### config.mk
export PLATFORM = sky130hd
export DESIGN_NAME = dsa_pixel_fetch_flat
export DESIGN_NICKNAME = d
export VERILOG_FILES = /design/src/rtl/dsa_pixel_fetch_if.sv /design/src/rtl/dsa_pixel_fetch.sv /design/src/flat_wrapper.sv
export SDC_FILE = /design/constraint.sdc
export NUM_CORES = 1
export LEC_CHECK = 0
export CORE_ASPECT_RATIO = 1.2
export CORE_MARGIN = 2
export CORE_UTILIZATION = 41
export CTS_BUF_LIST = sky130_fd_sc_hd__clkbuf_16
export CTS_CLUSTER_SIZE = 30
export DETAILED_ROUTE_END_ITERATION = 6
export PLACE_DENSITY_LB_ADDON = 0.25
export SYNTH_ARGS = -nofsm -noshare
export SYNTH_HDL_FRONTEND = slang
export SYNTH_SLANG_ARGS = --single-unit
### constraint.sdc
create_clock -name clk -period 8.51 [get_ports clk]
set_input_delay 1.2765 -clock clk [delete_from_list [all_inputs] [get_ports clk]]
set_output_delay 1.2765 -clock clk [all_outputs]
set_load 0.02 [all_outputs]
### src/rtl/dsa_pixel_fetch_if.sv
// Bus bundle between dsa_pixel_fetch and its environment: the source-memory
// read port, the bilinear datapath request/response and the destination
// write port.
interface dsa_pixel_fetch_if #(
  parameter int ADDR_W = 16
);
  // Handshake rules: mem_rd_data is valid exactly one cycle after mem_rd_en;
  // dp_start is a one-cycle request and dp_p*/dp_a/dp_b are held from
  // dp_start until the one-cycle dp_done (with dp_pixel) response;
  // wr_en is a one-cycle write strobe with no back-pressure.
  logic              mem_rd_en;
  logic [ADDR_W-1:0] mem_rd_addr;
  logic [7:0]        mem_rd_data;
  logic              dp_start;
  logic [7:0]        dp_p00;
  logic [7:0]        dp_p01;
  logic [7:0]        dp_p10;
  logic [7:0]        dp_p11;
  logic [15:0]       dp_a;
  logic [15:0]       dp_b;
  logic              dp_done;
  logic [7:0]        dp_pixel;
  logic              wr_en;
  logic [ADDR_W-1:0] wr_addr;
  logic [7:0]        wr_data;

  modport master (
    output mem_rd_en, mem_rd_addr, dp_start, dp_p00, dp_p01, dp_p10, dp_p11,
           dp_a, dp_b, wr_en, wr_addr, wr_data,
    input  mem_rd_data, dp_done, dp_pixel
  );

  modport slave (
    input  mem_rd_en, mem_rd_addr, dp_start, dp_p00, dp_p01, dp_p10, dp_p11,
           dp_a, dp_b, wr_en, wr_addr, wr_data,
    output mem_rd_data, dp_done, dp_pixel
  );
endinterface

### src/rtl/dsa_pixel_fetch.sv
// dsa_pixel_fetch: raster-order sequencer for the bilinear datapath.
// For every destination pixel it derives Q8.8 source coordinates, reads the
// four neighbours, runs the datapath once and writes the result.
// Optional build macro DSA_FETCH_PERF_EN adds perf_cycles / perf_reads.
module dsa_pixel_fetch #(
  parameter int                ADDR_W   = 16,
  parameter int                DIM_W    = 10,
  parameter logic [ADDR_W-1:0] DST_BASE = 16'h8000
) (
  input  logic              clk,
  input  logic              rst,
  input  logic              start,
  input  logic [DIM_W-1:0]  src_w,
  input  logic [DIM_W-1:0]  src_h,
  input  logic [DIM_W-1:0]  dst_w,
  input  logic [DIM_W-1:0]  dst_h,
  input  logic [15:0]       scale_inv,
  dsa_pixel_fetch_if.master bus,
  output logic              busy,
  output logic              frame_done,
  output logic [3:0]        state_dbg
`ifdef DSA_FETCH_PERF_EN
  ,
  output logic [31:0]       perf_cycles,
  output logic [31:0]       perf_reads
`endif
);

  localparam int ACC_W = DIM_W + 16;
  localparam int INT_W = ACC_W - 8;
  localparam logic [DIM_W-1:0] ONE_D = 1;

  typedef enum logic [3:0] {
    IDLE, CALC, RD0, RD1, RD2, RD3, CAP, FIRE, WAIT_DP, WRITE, FIN
  } state_t;

  state_t            state;
  logic [DIM_W-1:0]  src_w_q, src_h_q, dst_w_q, dst_h_q;
  logic [15:0]       scale_q;
  logic [DIM_W-1:0]  dx, dy;
  logic [ACC_W-1:0]  x_acc, y_acc;
  logic [DIM_W-1:0]  x0_q, x1_q;
  logic [ADDR_W-1:0] row0, row1;

  logic [INT_W-1:0]  xi_raw, yi_raw;
  logic [DIM_W-1:0]  x_last, y_last;
  logic [DIM_W-1:0]  xi_c, x1_c, yi_c, y1_c;
  logic [7:0]        xf_c, yf_c;
  logic [ADDR_W-1:0] row0_c, row1_c;

  assign state_dbg = state;

  // Integer/fraction split of the accumulators with edge clamping; a clamped
  // axis interpolates a pixel against itself, so its fraction is zeroed.
  always_comb begin
    xi_raw = x_acc[ACC_W-1:8];
    yi_raw = y_acc[ACC_W-1:8];
    x_last = src_w_q - ONE_D;
    y_last = src_h_q - ONE_D;
    xi_c   = xi_raw[DIM_W-1:0];
    x1_c   = xi_raw[DIM_W-1:0] + ONE_D;
    xf_c   = x_acc[7:0];
    yi_c   = yi_raw[DIM_W-1:0];
    y1_c   = yi_raw[DIM_W-1:0] + ONE_D;
    yf_c   = y_acc[7:0];
    if (xi_raw >= INT_W'(x_last)) begin
      xi_c = x_last;
      x1_c = x_last;
      xf_c = 8'h00;
    end
    if (yi_raw >= INT_W'(y_last)) begin
      yi_c = y_last;
      y1_c = y_last;
      yf_c = 8'h00;
    end
    row0_c = ADDR_W'(yi_c) * ADDR_W'(src_w_q);
    row1_c = ADDR_W'(y1_c) * ADDR_W'(src_w_q);
  end

  // Frame sequencer: every output is registered and set on entry to the
  // state in which it must be seen.
  always_ff @(posedge clk) begin
    if (rst) begin
      state           <= IDLE;
      src_w_q         <= '0;
      src_h_q         <= '0;
      dst_w_q         <= '0;
      dst_h_q         <= '0;
      scale_q         <= '0;
      dx              <= '0;
      dy              <= '0;
      x_acc           <= '0;
      y_acc           <= '0;
      x0_q            <= '0;
      x1_q            <= '0;
      row0            <= '0;
      row1            <= '0;
      busy            <= 1'b0;
      frame_done      <= 1'b0;
      bus.mem_rd_en   <= 1'b0;
      bus.mem_rd_addr <= '0;
      bus.dp_start    <= 1'b0;
      bus.dp_p00      <= '0;
      bus.dp_p01      <= '0;
      bus.dp_p10      <= '0;
      bus.dp_p11      <= '0;
      bus.dp_a        <= '0;
      bus.dp_b        <= '0;
      bus.wr_en       <= 1'b0;
      bus.wr_addr     <= '0;
      bus.wr_data     <= '0;
    end else begin
      case (state)
        IDLE: begin
          if (start) begin
            src_w_q <= src_w;
            src_h_q <= src_h;
            dst_w_q <= dst_w;
            dst_h_q <= dst_h;
            scale_q <= scale_inv;
            dx      <= '0;
            dy      <= '0;
            x_acc   <= '0;
            y_acc   <= '0;
            busy    <= 1'b1;
            if (dst_w == '0 || dst_h == '0) begin
              frame_done <= 1'b1;
              state      <= FIN;
            end else begin
              state <= CALC;
            end
          end
        end
        CALC: begin
          x0_q            <= xi_c;
          x1_q            <= x1_c;
          row0            <= row0_c;
          row1            <= row1_c;
          bus.dp_a        <= {8'h00, xf_c};
          bus.dp_b        <= {8'h00, yf_c};
          bus.mem_rd_en   <= 1'b1;
          bus.mem_rd_addr <= row0_c + ADDR_W'(xi_c);
          state           <= RD0;
        end
        RD0: begin
          bus.mem_rd_addr <= row0 + ADDR_W'(x1_q);
          state           <= RD1;
        end
        RD1: begin
          bus.dp_p00      <= bus.mem_rd_data;
          bus.mem_rd_addr <= row1 + ADDR_W'(x0_q);
          state           <= RD2;
        end
        RD2: begin
          bus.dp_p01      <= bus.mem_rd_data;
          bus.mem_rd_addr <= row1 + ADDR_W'(x1_q);
          state           <= RD3;
        end
        RD3: begin
          bus.dp_p10      <= bus.mem_rd_data;
          bus.mem_rd_en   <= 1'b0;
          bus.mem_rd_addr <= '0;
          state           <= CAP;
        end
        CAP: begin
          bus.dp_p11   <= bus.mem_rd_data;
          bus.dp_start <= 1'b1;
          state        <= FIRE;
        end
        FIRE: begin
          bus.dp_start <= 1'b0;
          state        <= WAIT_DP;
        end
        WAIT_DP: begin
          if (bus.dp_done) begin
            bus.wr_data <= bus.dp_pixel;
            bus.wr_en   <= 1'b1;
            bus.wr_addr <= DST_BASE + ADDR_W'(dy) * ADDR_W'(dst_w_q) + ADDR_W'(dx);
            state       <= WRITE;
          end
        end
        WRITE: begin
          bus.wr_en <= 1'b0;
          if (dx == dst_w_q - ONE_D) begin
            if (dy == dst_h_q - ONE_D) begin
              frame_done <= 1'b1;
              state      <= FIN;
            end else begin
              dx    <= '0;
              x_acc <= '0;
              dy    <= dy + ONE_D;
              y_acc <= y_acc + ACC_W'(scale_q);
              state <= CALC;
            end
          end else begin
            dx    <= dx + ONE_D;
            x_acc <= x_acc + ACC_W'(scale_q);
            state <= CALC;
          end
        end
        FIN: begin
          frame_done <= 1'b0;
          busy       <= 1'b0;
          state      <= IDLE;
        end
        default: state <= IDLE;
      endcase
    end
  end

`ifdef DSA_FETCH_PERF_EN
  // perf_cycles runs one cycle ahead of busy so the value shown alongside
  // frame_done already includes the FIN cycle; both hold once idle.
  always_ff @(posedge clk) begin
    if (rst) begin
      perf_cycles <= '0;
      perf_reads  <= '0;
    end else if (state == IDLE && start) begin
      perf_cycles <= 32'd1;
      perf_reads  <= '0;
    end else begin
      if (busy && state != FIN) perf_cycles <= perf_cycles + 32'd1;
      if (bus.mem_rd_en) perf_reads <= perf_reads + 32'd1;
    end
  end
`endif

endmodule

### src/flat_wrapper.sv
// flat-port wrapper written by rule: the top's interface ports become plain ports
module dsa_pixel_fetch_flat 
#(
  parameter int                ADDR_W   = 16,
  parameter int                DIM_W    = 10,
  parameter logic [ADDR_W-1:0] DST_BASE = 16'h8000
)
  (clk, rst, start, src_w, src_h, dst_w, dst_h, scale_inv, busy, frame_done, state_dbg, bus_mem_rd_en, bus_mem_rd_addr, bus_dp_start, bus_dp_p00, bus_dp_p01, bus_dp_p10, bus_dp_p11, bus_dp_a, bus_dp_b, bus_wr_en, bus_wr_addr, bus_wr_data, bus_mem_rd_data, bus_dp_done, bus_dp_pixel);
  dsa_pixel_fetch_if #(.ADDR_W(ADDR_W)) bus_i ();
  input  logic clk;
  input  logic rst;
  input  logic start;
  input  logic [DIM_W-1:0] src_w;
  input  logic [DIM_W-1:0] src_h;
  input  logic [DIM_W-1:0] dst_w;
  input  logic [DIM_W-1:0] dst_h;
  input  logic [15:0] scale_inv;
  output logic busy;
  output logic frame_done;
  output logic [3:0] state_dbg;
  output wire logic [$bits(bus_i.mem_rd_en)-1:0] bus_mem_rd_en;
  output wire logic [$bits(bus_i.mem_rd_addr)-1:0] bus_mem_rd_addr;
  output wire logic [$bits(bus_i.dp_start)-1:0] bus_dp_start;
  output wire logic [$bits(bus_i.dp_p00)-1:0] bus_dp_p00;
  output wire logic [$bits(bus_i.dp_p01)-1:0] bus_dp_p01;
  output wire logic [$bits(bus_i.dp_p10)-1:0] bus_dp_p10;
  output wire logic [$bits(bus_i.dp_p11)-1:0] bus_dp_p11;
  output wire logic [$bits(bus_i.dp_a)-1:0] bus_dp_a;
  output wire logic [$bits(bus_i.dp_b)-1:0] bus_dp_b;
  output wire logic [$bits(bus_i.wr_en)-1:0] bus_wr_en;
  output wire logic [$bits(bus_i.wr_addr)-1:0] bus_wr_addr;
  output wire logic [$bits(bus_i.wr_data)-1:0] bus_wr_data;
  input wire logic [$bits(bus_i.mem_rd_data)-1:0] bus_mem_rd_data;
  input wire logic [$bits(bus_i.dp_done)-1:0] bus_dp_done;
  input wire logic [$bits(bus_i.dp_pixel)-1:0] bus_dp_pixel;
  assign bus_mem_rd_en = bus_i.mem_rd_en;
  assign bus_mem_rd_addr = bus_i.mem_rd_addr;
  assign bus_dp_start = bus_i.dp_start;
  assign bus_dp_p00 = bus_i.dp_p00;
  assign bus_dp_p01 = bus_i.dp_p01;
  assign bus_dp_p10 = bus_i.dp_p10;
  assign bus_dp_p11 = bus_i.dp_p11;
  assign bus_dp_a = bus_i.dp_a;
  assign bus_dp_b = bus_i.dp_b;
  assign bus_wr_en = bus_i.wr_en;
  assign bus_wr_addr = bus_i.wr_addr;
  assign bus_wr_data = bus_i.wr_data;
  assign bus_i.mem_rd_data = bus_mem_rd_data;
  assign bus_i.dp_done = bus_dp_done;
  assign bus_i.dp_pixel = bus_dp_pixel;
  dsa_pixel_fetch #(.ADDR_W(ADDR_W), .DIM_W(DIM_W), .DST_BASE(DST_BASE)) u_core (.clk(clk), .rst(rst), .start(start), .src_w(src_w), .src_h(src_h), .dst_w(dst_w), .dst_h(dst_h), .scale_inv(scale_inv), .bus(bus_i), .busy(busy), .frame_done(frame_done), .state_dbg(state_dbg));
endmodule
==> results.py <==
metrics = {
    "cells_and_area": {
        "area_growth_pct": 15.3,
        "design_area_um2": 27900,
        "nets": 3573,
        "multi_input_area_um2": 17100,
        "seqCellArea_um2": 5550,
        "drive_gt1_share_pct": 4.28,
        "fillers": 5677,
    },
    "critical_path": {
        "cp_max_fo": 15,
        "crit_top_cell": "inv_1",
        "rr_worst_depth": 34,
        "end_kind": "flip-flop",
        "worst_path_largest_cell_delay_ns": 0.53,
        "cp.arrival_ns": 8.35,
        "critical_path_class": "reg -> reg",
        "cpMaxStageDelayCell": "fa_1",
        "worst_setup_path_start_kind": "flip-flop",
        "reg2reg_setup_slack_ns": 0.60,
        "rr_endpoint": "u_core.bus.mem_rd_addr[14]",
        "cp.required_ns": 8.95,
        "r2r-start": "u_core.src_h_q[2]",
    },
    "clock_tree": {
        "cts_made_buffers": 34,
        "path_clk_slew_ns": 0.06,
        "htree_levels": 2,
        "clockBufferDepth": 3,
        "cts_tree": "built",
        "root_buffer": "clkbuf_16",
        "clock_latency_ns": 0.56,
        "clock_sinks": 277,
        "cts_hold_buffers": 0,
    },
    "grt": {
        "antenna_found_initial": 1,
        "grt_pass1_wl_mm": 115,
        "grt_overflow_total": 0,
        "grt_max_degree": 96,
        "gr-usage-all-layers_pct": 23.6,
        "grt_pass1_vias": 22200,
    },
    "die": {
        "die_h_um": 270,
        "dieArea_um2": 60900,
        "placementRows": 97,
        "core_um2": 58400,
        "start_util_pct": 41.4,
        "boundaryPins": 189,
        "dieWidth_um": 226,
    },
    "drt": {
        "first_iter_violations": 1181,
        "ant_nets": 0,
        "wire_per_inst_um": 18.0,
        "first_pass_iters": 6,
        "routed_wl_mm": 70.6,
        "vias": 21200,
        "via_per_inst": 5.40,
        "drcViolationCount": 0,
    },
    "power": {
        "p_total_mw": 3.46,
        "cellLeakagePower_nw": 12.1,
        "p_per_area_nw_per_um2": 124,
        "ir_drop_mv": 0.130,
    },
    "worst_hold_path": {
        "worst_hold_path.num_cells": 2,
        "holdCritPathClass": "reg -> reg",
        "min_to": "u_core.bus.wr_addr[13]",
        "min_from": "u_core.bus.wr_addr[13]",
    },
    "yosys": {
        "netlist_area_um2": 24200,
        "synth.area.top_cells": "dfxtp_1 23%, fa_1 15%, ha_1 11%",
        "async_flop_share_pct": 0,
        "avgSynthCellArea_um2": 8.07,
        "ys_seq_area_share_pct": 23.0,
        "synth_top_area_share_pct": 23.0,
        "yosysTopAreaCell": "dfxtp_1",
        "ys_seq_elements": 277,
        "ys_types": 75,
        "ys_warn_count": 0,
        "postSynthCellCount": 2994,
        "synth_edf_count": 0,
        "synth-main-ff-cell": "dfxtp_1",
    },
    "sta": {
        "skew_ns": 0.0277,
        "timing.setup.tns_ns": 0,
        "worstMarginPinSlew_ns": 1.13,
        "min_period_ns": 7.91,
        "slew_violations": 0,
        "fmaxAchievable_mhz": 126,
        "final-hold-violation-count": 0,
        "finalCritPeriodShare_pct": 93.0,
        "rsz0062_at_grt": "no",
        "slew_headroom_pct": 24.2,
        "finalSetupViolations": 0,
    },
    "outcome": {
        "outcome": "finished clean",
    },
    "place": {
        "port_buffers": 172,
        "dpl_cell_area_um2": 26600,
        "gp_congestion": 0.889,
        "hpwl_mm": 53.5,
    },
    "run": {
        "cap_viol_max_count": 0,
    },
}
==> cell type report <==
class,count,area share [%]
Multi-Input combinational cell,2306,61.3
Sequential cell,277,19.9
Timing Repair Buffer,224,7.63
Tap cell,792,3.56
Inverter,261,3.52
Clock buffer,35,3.14
Clock inverter,25,0.970
Antenna cell,1,0.00898
==> layout by cell type (no fill, tap or decap), types with 18 or more instances in the layout <==
cell / n
dfxtp_1: 277
nand4_1: 20
nor2_1: 169
a21oi_1: 258
clkdlybuf4s50_1: 171
nor3_1: 51
buf_4: 51
a21o_1: 38
clkbuf_16: 35
mux2i_1: 23
nor4_1: 21
nand2_1: 520
and2_1: 151
and3_1: 26
fa_1: 186
or3_1: 18
xnor2_1: 134
o21ai_0: 72
a22oi_1: 18
ha_1: 207
xor2_1: 65
inv_1: 265
nand3_1: 86
==> synth_stat cells, types with 27 or more instances <==
library cell  number
dfxtp_1          277
and3_1            27
xor2_1            65
a21o_1            38
nor2_1           169
inv_1            260
nor3_1            54
ha_1             207
a21oi_1          260
nand3_1           87
and2_1           151
o21ai_0           72
clkbuf_1         134
xnor2_1          134
fa_1             186
nand2_1          521
==> per-stage QoR <==
step	setup slack (ns)	hold slack, ns	std cells	util, %
2_1_floorplan	0.115	0.436	3009	-
3_3_place_gp	0.382	0.443	3857	45.6
3_5_place_dp	0.177	0.444	3857	45.6
4_1_cts	0.147	0.452	3917	47.6
5_1_grt	0.0301	0.473	3921	47.7
6_report	0.596	0.452	3921	47.7
==> where the power goes <==
| part | leakage [nW] | internal [mW] | switching [mW] |
|---|---|---|---|
| clock | 0.578 | 0.906 | 0.619 |
| combinational | 9.28 | 0.191 | 0.339 |
| sequential | 2.24 | 1.34 | 0.0687 |
| total | 12.1 | 2.43 | 1.03 |
==> metal layers <==
metal	share of wire, %	up-vias	GRT usage, %	wire [µm]
met4	4.4	0	10.4	3080
met2	53	490	44.2	37200
li1	-	10200	-	-
met3	3.4	144	2.18	2400
met1	39	10400	26.9	27900
met5	0	-	0	0
==> what timing repair did <==
| item | CTS | global route |
|---|---|---|
| resized for setup | 0 | 7 |
| buffers inserted | 0 | 3 |
| endpoints found under the setup margin | 0 | 11 |
==> worst max-delay path by stage <==
stage	from	end	slack, ns	depth (start not counted)
after floorplan	u_core.src_h_q[2]	u_core.bus.mem_rd_addr[14]	0.11	32
after global placement	u_core.src_h_q[2]	u_core.bus.mem_rd_addr[14]	0.38	33
after detailed placement	u_core.src_h_q[2]	u_core.bus.mem_rd_addr[11]	0.18	31
after CTS	u_core.src_h_q[2]	u_core.bus.mem_rd_addr[11]	0.15	31
after global routing	u_core.src_h_q[2]	u_core.bus.mem_rd_addr[14]	0.03	34
final	u_core.src_h_q[2]	u_core.bus.mem_rd_addr[14]	0.60	34
==> logic make-up (layout without fill, tap and decap cells) <==
kind of cell	after synthesis	in the layout	share of synthesized area [%]
simple gates	1136	1136	21.9
compound gates	535	535	13.6
buf+inv	426	545	6.91
fa+ha+maj	393	393	26.1
flops	277	277	23.0
xor+xnor	202	202	7.49
mux	24	24	1.00
other cells	1	17	0.0155
==> worst max-delay path: cells and delay by family, from the launching register on <==
| kind | cells | cell delay, ns |
|---|---|---|
| buffers and inverters | 8 | 0.68 |
| muxes | 1 | 0.22 |
| AOI/OAI and AO/OA | 7 | 1.39 |
| and+or+nand+nor | 7 | 1.08 |
| DFF | 1 | 0.38 |
| adders and majority gates | 8 | 3.47 |
| xor gates and xnor gates | 3 | 0.56 |
==> sequential cells by signal, summed over array words and instances (netlist names), 10 cells and up <==
| register | flops |
|---|---|
| u_core.x_acc | 26 |
| u_core.dx | 10 |
| u_core.src_h_q | 10 |
| u_core.bus.wr_addr | 16 |
| u_core.y_acc | 26 |
| u_core.x0_q | 10 |
| u_core.x1_q | 10 |
| u_core.dst_h_q | 10 |
| u_core.dst_w_q | 10 |
| u_core.bus.mem_rd_addr | 16 |
| u_core.row0 | 16 |
| u_core.scale_q | 16 |
| u_core.dy | 10 |
| u_core.row1 | 16 |
| u_core.src_w_q | 10 |
Power figures use the tool's default switching activity.
